$ cat config.mk
export PLATFORM = sky130hd
export DESIGN_NAME = control_fsm
export DESIGN_NICKNAME = d
export VERILOG_FILES = /design/src/rtl/control_fsm_pkg.sv /design/src/rtl/control_fsm_imm_src_decoder.sv /design/src/rtl/control_fsm.sv
export SDC_FILE = /design/constraint.sdc
export NUM_CORES = 1
export LEC_CHECK = 0
export ABC_CLOCK_PERIOD_IN_PS = 2600
export CORE_MARGIN = 5
export CORE_UTILIZATION = 43
export DETAILED_ROUTE_END_ITERATION = 12
export GPL_TIMING_DRIVEN = 1
export MAX_ROUTING_LAYER = met4
export PLACE_DENSITY = 0.88
export SLEW_MARGIN = 15
export SYNTH_ARGS = -nofsm -noshare
export SYNTH_HDL_FRONTEND = slang
export SYNTH_SLANG_ARGS = --single-unit
$ cat constraint.sdc
create_clock -name clk -period 2.6 [get_ports clk]
set_input_delay 0.52 -clock clk [delete_from_list [all_inputs] [get_ports clk]]
set_output_delay 0.52 -clock clk [all_outputs]
set_load 0.05 [all_outputs]
$ cat src/rtl/control_fsm_pkg.sv
// rtl/control_fsm_pkg.sv - shared state, opcode and mux-select encodings for the multicycle control FSM
package control_fsm_pkg;

    // Controller states
    typedef enum logic [3:0] {
        S_FETCH    = 4'd0,
        S_DECODE   = 4'd1,
        S_MEMADR   = 4'd2,
        S_MEMREAD  = 4'd3,
        S_MEMWB    = 4'd4,
        S_MEMWRITE = 4'd5,
        S_EXECR    = 4'd6,
        S_EXECI    = 4'd7,
        S_ALUWB    = 4'd8,
        S_BRANCH   = 4'd9,
        S_JAL      = 4'd10,
        S_JALR     = 4'd11,
        S_JALR_PC  = 4'd12,
        S_UPPER    = 4'd13
    } state_t;

    // Supported opcodes (instr[6:0])
    localparam logic [6:0] OP_LOAD   = 7'b0000011;
    localparam logic [6:0] OP_STORE  = 7'b0100011;
    localparam logic [6:0] OP_RTYPE  = 7'b0110011;
    localparam logic [6:0] OP_ITYPE  = 7'b0010011;
    localparam logic [6:0] OP_BRANCH = 7'b1100011;
    localparam logic [6:0] OP_JAL    = 7'b1101111;
    localparam logic [6:0] OP_JALR   = 7'b1100111;
    localparam logic [6:0] OP_LUI    = 7'b0110111;
    localparam logic [6:0] OP_AUIPC  = 7'b0010111;

    // Immediate formats understood by the sign extender
    localparam logic [2:0] IMM_I = 3'b000;
    localparam logic [2:0] IMM_S = 3'b001;
    localparam logic [2:0] IMM_B = 3'b010;
    localparam logic [2:0] IMM_J = 3'b011;
    localparam logic [2:0] IMM_U = 3'b100;

    // Result mux select
    localparam logic [1:0] RES_ALUOUT    = 2'b00;
    localparam logic [1:0] RES_RDATA     = 2'b01;
    localparam logic [1:0] RES_ALURESULT = 2'b10;

    // ALU operand A select
    localparam logic [1:0] SRCA_PC    = 2'b00;
    localparam logic [1:0] SRCA_OLDPC = 2'b01;
    localparam logic [1:0] SRCA_RS1   = 2'b10;
    localparam logic [1:0] SRCA_ZERO  = 2'b11;

    // ALU operand B select
    localparam logic [1:0] SRCB_RS2   = 2'b00;
    localparam logic [1:0] SRCB_IMM   = 2'b01;
    localparam logic [1:0] SRCB_FOUR  = 2'b10;

    // ALU operation class
    localparam logic [1:0] ALUOP_ADD   = 2'b00;
    localparam logic [1:0] ALUOP_SUB   = 2'b01;
    localparam logic [1:0] ALUOP_FUNCT = 2'b10;

endpackage

$ cat src/rtl/control_fsm_imm_src_decoder.sv
// rtl/control_fsm_imm_src_decoder.sv - opcode to immediate format and legality decode
module imm_src_decoder
    import control_fsm_pkg::*;
(
    input  logic [6:0] op,
    output logic [2:0] imm_src,
    output logic       legal
);

    // Pure opcode decode; unknown opcodes fall back to the I format and flag illegal
    always_comb begin
        imm_src = IMM_I;
        legal   = 1'b1;
        unique case (op)
            OP_LOAD, OP_ITYPE, OP_JALR: imm_src = IMM_I;
            OP_STORE:                   imm_src = IMM_S;
            OP_BRANCH:                  imm_src = IMM_B;
            OP_JAL:                     imm_src = IMM_J;
            OP_LUI, OP_AUIPC:           imm_src = IMM_U;
            OP_RTYPE:                   imm_src = IMM_I;
            default: begin
                imm_src = IMM_I;
                legal   = 1'b0;
            end
        endcase
    end

endmodule

$ cat src/rtl/control_fsm.sv
// rtl/control_fsm.sv - multicycle RV32I-subset control unit
module control_fsm
    import control_fsm_pkg::*;
(
    input  logic       clk,
    input  logic       rst_n,
    input  logic [6:0] op,
    input  logic [2:0] funct3,
    input  logic       zero,
    input  logic       mem_ready,
    output logic       pc_write,
    output logic       ir_write,
    output logic       adr_src,
    output logic       mem_write,
    output logic       reg_write,
    output logic [1:0] result_src,
    output logic [1:0] alu_src_a,
    output logic [1:0] alu_src_b,
    output logic [1:0] alu_op,
    output logic [2:0] imm_src,
    output logic       illegal
);

    state_t state_q, state_d;
    logic   legal;

    logic       pc_write_c, ir_write_c, adr_src_c, mem_write_c, reg_write_c, illegal_c;
    logic [1:0] result_src_c, alu_src_a_c, alu_src_b_c, alu_op_c;

    // Only funct3[0] distinguishes beq from bne; the other bits are not needed here
    logic unused_funct3;
    assign unused_funct3 = ^funct3[2:1];

    imm_src_decoder u_imm_src_decoder (
        .op      (op),
        .imm_src (imm_src),
        .legal   (legal)
    );

    // State register; reset parks the machine in FETCH
    always_ff @(posedge clk or negedge rst_n) begin
        if (!rst_n) begin
            state_q <= S_FETCH;
        end else begin
            state_q <= state_d;
        end
    end

    // Next-state and per-state control decode; everything not driven by a state stays 0
    always_comb begin
        state_d      = state_q;
        pc_write_c   = 1'b0;
        ir_write_c   = 1'b0;
        adr_src_c    = 1'b0;
        mem_write_c  = 1'b0;
        reg_write_c  = 1'b0;
        illegal_c    = 1'b0;
        result_src_c = RES_ALUOUT;
        alu_src_a_c  = SRCA_PC;
        alu_src_b_c  = SRCB_RS2;
        alu_op_c     = ALUOP_ADD;

        unique case (state_q)
            S_FETCH: begin
                alu_src_a_c = SRCA_PC;
                alu_src_b_c = SRCB_FOUR;
                alu_op_c    = ALUOP_ADD;
                if (mem_ready) begin
                    ir_write_c = 1'b1;
                    pc_write_c = 1'b1;
                    state_d    = S_DECODE;
                end
            end
            S_DECODE: begin
                // Precompute old_pc + imm so branch/jal targets sit in alu_out
                alu_src_a_c = SRCA_OLDPC;
                alu_src_b_c = SRCB_IMM;
                alu_op_c    = ALUOP_ADD;
                unique case (op)
                    OP_LOAD, OP_STORE: state_d = S_MEMADR;
                    OP_RTYPE:          state_d = S_EXECR;
                    OP_ITYPE:          state_d = S_EXECI;
                    OP_BRANCH:         state_d = S_BRANCH;
                    OP_JAL:            state_d = S_JAL;
                    OP_JALR:           state_d = S_JALR;
                    OP_LUI, OP_AUIPC:  state_d = S_UPPER;
                    default:           state_d = S_FETCH;
                endcase
                illegal_c = ~legal;
            end
            S_MEMADR: begin
                alu_src_a_c = SRCA_RS1;
                alu_src_b_c = SRCB_IMM;
                alu_op_c    = ALUOP_ADD;
                state_d     = (op == OP_LOAD) ? S_MEMREAD : S_MEMWRITE;
            end
            S_MEMREAD: begin
                adr_src_c    = 1'b1;
                result_src_c = RES_ALUOUT;
                if (mem_ready) begin
                    state_d = S_MEMWB;
                end
            end
            S_MEMWB: begin
                result_src_c = RES_RDATA;
                reg_write_c  = 1'b1;
                state_d      = S_FETCH;
            end
            S_MEMWRITE: begin
                adr_src_c    = 1'b1;
                result_src_c = RES_ALUOUT;
                mem_write_c  = 1'b1;
                if (mem_ready) begin
                    state_d = S_FETCH;
                end
            end
            S_EXECR: begin
                alu_src_a_c = SRCA_RS1;
                alu_src_b_c = SRCB_RS2;
                alu_op_c    = ALUOP_FUNCT;
                state_d     = S_ALUWB;
            end
            S_EXECI: begin
                alu_src_a_c = SRCA_RS1;
                alu_src_b_c = SRCB_IMM;
                alu_op_c    = ALUOP_FUNCT;
                state_d     = S_ALUWB;
            end
            S_ALUWB: begin
                result_src_c = RES_ALUOUT;
                reg_write_c  = 1'b1;
                state_d      = S_FETCH;
            end
            S_BRANCH: begin
                // Compare by subtraction; bne inverts the sense via funct3[0]
                alu_src_a_c  = SRCA_RS1;
                alu_src_b_c  = SRCB_RS2;
                alu_op_c     = ALUOP_SUB;
                result_src_c = RES_ALUOUT;
                pc_write_c   = zero ^ funct3[0];
                state_d      = S_FETCH;
            end
            S_JAL, S_JALR_PC: begin
                // Load the target from alu_out while forming the link value old_pc + 4
                pc_write_c   = 1'b1;
                result_src_c = RES_ALUOUT;
                alu_src_a_c  = SRCA_OLDPC;
                alu_src_b_c  = SRCB_FOUR;
                alu_op_c     = ALUOP_ADD;
                state_d      = S_ALUWB;
            end
            S_JALR: begin
                alu_src_a_c = SRCA_RS1;
                alu_src_b_c = SRCB_IMM;
                alu_op_c    = ALUOP_ADD;
                state_d     = S_JALR_PC;
            end
            S_UPPER: begin
                alu_src_a_c = (op == OP_LUI) ? SRCA_ZERO : SRCA_OLDPC;
                alu_src_b_c = SRCB_IMM;
                alu_op_c    = ALUOP_ADD;
                state_d     = S_ALUWB;
            end
            default: begin
                state_d = S_FETCH;
            end
        endcase
    end

    // Outputs are forced low while reset is held so an aborted access drops its strobe at once
    always_comb begin
        pc_write   = rst_n & pc_write_c;
        ir_write   = rst_n & ir_write_c;
        adr_src    = rst_n & adr_src_c;
        mem_write  = rst_n & mem_write_c;
        reg_write  = rst_n & reg_write_c;
        illegal    = rst_n & illegal_c;
        result_src = rst_n ? result_src_c : 2'b00;
        alu_src_a  = rst_n ? alu_src_a_c  : 2'b00;
        alu_src_b  = rst_n ? alu_src_b_c  : 2'b00;
        alu_op     = rst_n ? alu_op_c     : 2'b00;
    end

endmodule

==> flow_summary.json <==
{
  "clock_skew_ps": 3.05,
  "yosys.cell_types.count": 38,
  "fillers": 91,
  "die_h_um": 49.3,
  "critPathMaxFanout": 4,
  "grt_pass1_vias": 771,
  "ant_nets": 0,
  "final-instance-count-excl-fill": 140,
  "viasPerCell": 5.78,
  "grt_pass1_wl_mm": 3.35,
  "reg.largest.list": "state_q: 4 flops",
  "power.total_uw": 324,
  "cts_tree": "done",
  "worstSkewPairLatency_ps": 240,
  "register_area_um2": 100,
  "hp-class": "in -> async",
  "antenna_found_initial": 0,
  "arrival_ps": 2020,
  "postCtsHoldBufs": 0,
  "synth-seq-cells": 4,
  "cap_viol_max_count": 0,
  "area_growth_pct": 75.7,
  "place_hpwl_mm": 1.51,
  "seq_area_frac_synth_pct": 15.1,
  "setup_viol": 0,
  "critical_path_buf_inv_count": 3,
  "ys_warn_count": 0,
  "core_area_um2": 1490,
  "rows": 14,
  "cp-end-kind": "output pin",
  "cts_root_buffer": "clkbuf_4",
  "worstMarginPinSlew_ps": 514,
  "layout_worst_path_cycle_share_pct": 97.8,
  "grt_max_degree": 20,
  "relSlewSlack_pct": 65.7,
  "layout_min_cycle_time_ps": 2540,
  "yosysTopAreaCellShare_pct": 15.1,
  "antenna_cells": 0,
  "status": "complete, no violations",
  "start_kind": "input pin",
  "crit_family": "buffers and inverters",
  "drt_iter0_drc": 31,
  "regMostFlops": "state_q",
  "p_per_area_nw_per_um2": 277,
  "drive_gt1_share_pct": 27.4,
  "largest_reg_flops": 4,
  "critical_path.slowest_cell": "clkdlybuf4s50_1",
  "htree_levels": 1,
  "routabilityCongestion": 0.817,
  "grt_usage_pct": 17.3,
  "peakVddDrop_mv": 0.215,
  "cts_buffer_depth": 2,
  "drc": 0,
  "finalMaxSlewViolations": 0,
  "slowest_delay_ps": 560,
  "p_leak_nw": 0.489,
  "overflow": 0,
  "yosysTopAreaCell": "dfrtp_1",
  "synthCells": 96,
  "cts_buffers": 3,
  "synth_edf_count": 0,
  "final_nets": 140,
  "cts.sinks": 4,
  "crit_chain": "clkdlybuf4s50_1 > inv_1 > o41ai_1 > nand4_1 > nand2_1 > buf_12",
  "syn-num-nets": 110,
  "async_flop_share_pct": 100,
  "fmax_mhz": 393,
  "hold_ws_ps": 618,
  "placedCellCount": 137,
  "clk_pin_slew_worst_paths_ps": 40,
  "hold_viol": 0,
  "syn_area_um2": 664,
  "dieWidth_um": 49.3,
  "synth.top_cells.by_area": "dfrtp_1 (15%), nand2_1 (7.3%), a21oi_1 (6.0%), and3_1 (5.6%), nor2_1 (5.1%)",
  "vias": 809,
  "multi_input_area_um2": 533,
  "setup.worst_path.class": "in -> out",
  "io_buffers": 27,
  "drt-total-wl_mm": 2.01,
  "die_area_um2": 2430,
  "start_util_pct": 44.6,
  "critical_path_required_ps": 2080,
  "synth_top_flop_cell": "dfrtp_1",
  "grt_setup_unrepaired": "false",
  "routed_wire_length_per_instance_um": 14.4,
  "io_pins": 31,
  "syn_area_per_cell_um2": 6.92,
  "firstDrtPassIters": 4,
  "finalSetupTns_ps": 0
}
power breakdown:
group          leakage [nW]  internal [mW]  switching, mW
sequential           0.0542         0.0652         0.0113
clock                0.0138         0.0516         0.0256
combinational         0.421         0.0795         0.0905
cell families after synthesis:
logic type             after synthesis  share of synthesized area, %
flip-flops                           4                          15.1
other                                1                         0.564
XOR/XNOR                             2                          2.64
AND/OR/NAND/NOR                     50                          42.6
AO/OA/AOI/OAI                       27                          28.8
buffers and inverters               12                          10.4
metal layers:
layer  track usage (%)  vias to the layer above  part of all wire (%)
li1                  -                      405                     -
met1              20.2                      352                    40
met2              27.3                       48                    51
met3              3.67                        4                   7.9
met4              9.42                        0                   1.0
met5                 -                        -                     0
final cells by class:
| type | instances | share of cell area, % |
|---|---|---|
| well taps | 16 | 1.71 |
| multi-input cells | 80 | 45.7 |
| clock buffers | 3 | 1.93 |
| flip-flops and latches | 4 | 8.57 |
| repair buffers | 32 | 40.5 |
| inverters | 5 | 1.61 |
what timing repair did:
item | in CTS | in global routing
pin swaps | 0 | 1
endpoints found under the setup margin | 1 | 2
resized for setup | 1 | 5
setup buffers | 0 | 0
hold endpoints to repair | 0 | 0
synthesized netlist by cell type (all sizes together), types with 2 or more instances:
cell type,number
nand2,13
nor2,9
a21oi,8
and3,6
clkbuf,6
inv,5
nand2b,5
dfrtp,4
nand3b,3
nor2b,3
o32ai,3
a31oi,2
nand3,2
o21a,2
o21ai,2
o31ai,2
or3,2
final timing paths:
kind,end,cells after the start,start,slack (ps)
min in group clk,state_q[0]$_DFFE_PN0P_,1,state_q[3]$_DFFE_PN0P_,710
worst max-delay path,alu_src_a[1],6,op[5],60
worst max register to register,state_q[2]$_DFFE_PN0P_,4,state_q[0]$_DFFE_PN0P_,920
worst min-delay path,state_q[2]$_DFFE_PN0P_,2,rst_n,620
worst min register to register,state_q[0]$_DFFE_PN0P_,1,state_q[3]$_DFFE_PN0P_,710
max in group asynchronous,state_q[3]$_DFFE_PN0P_,2,rst_n,1880
stage by stage:
| stage | area [um^2] | util [%] | setup WS [ps] |
|---|---|---|---|
| global placement | 1110 | 74.9 | 30.4 |
| global route | 1170 | 78.4 | 9.68 |
| finish | 1170 | 78.4 | 56.1 |
| floorplan | 677 | - | 101 |
| CTS | 1150 | 77.2 | 25.0 |
| detailed placement | 1110 | 74.9 | 19.0 |
placed cells by master, fill, tap and decap left out, types with 3 or more instances in the layout:
cell type        instances
inv_1                    5
clkbuf_4                 3
nand2_1                 13
nand2b_1                 5
and3_1                   6
buf_12                  16
a21oi_1                  8
buf_4                    5
dfrtp_1                  4
clkdlybuf4s50_1          9
nor2_1                   8
nand3b_1                 3
Note: power is estimated with default switching activity, not from simulation.
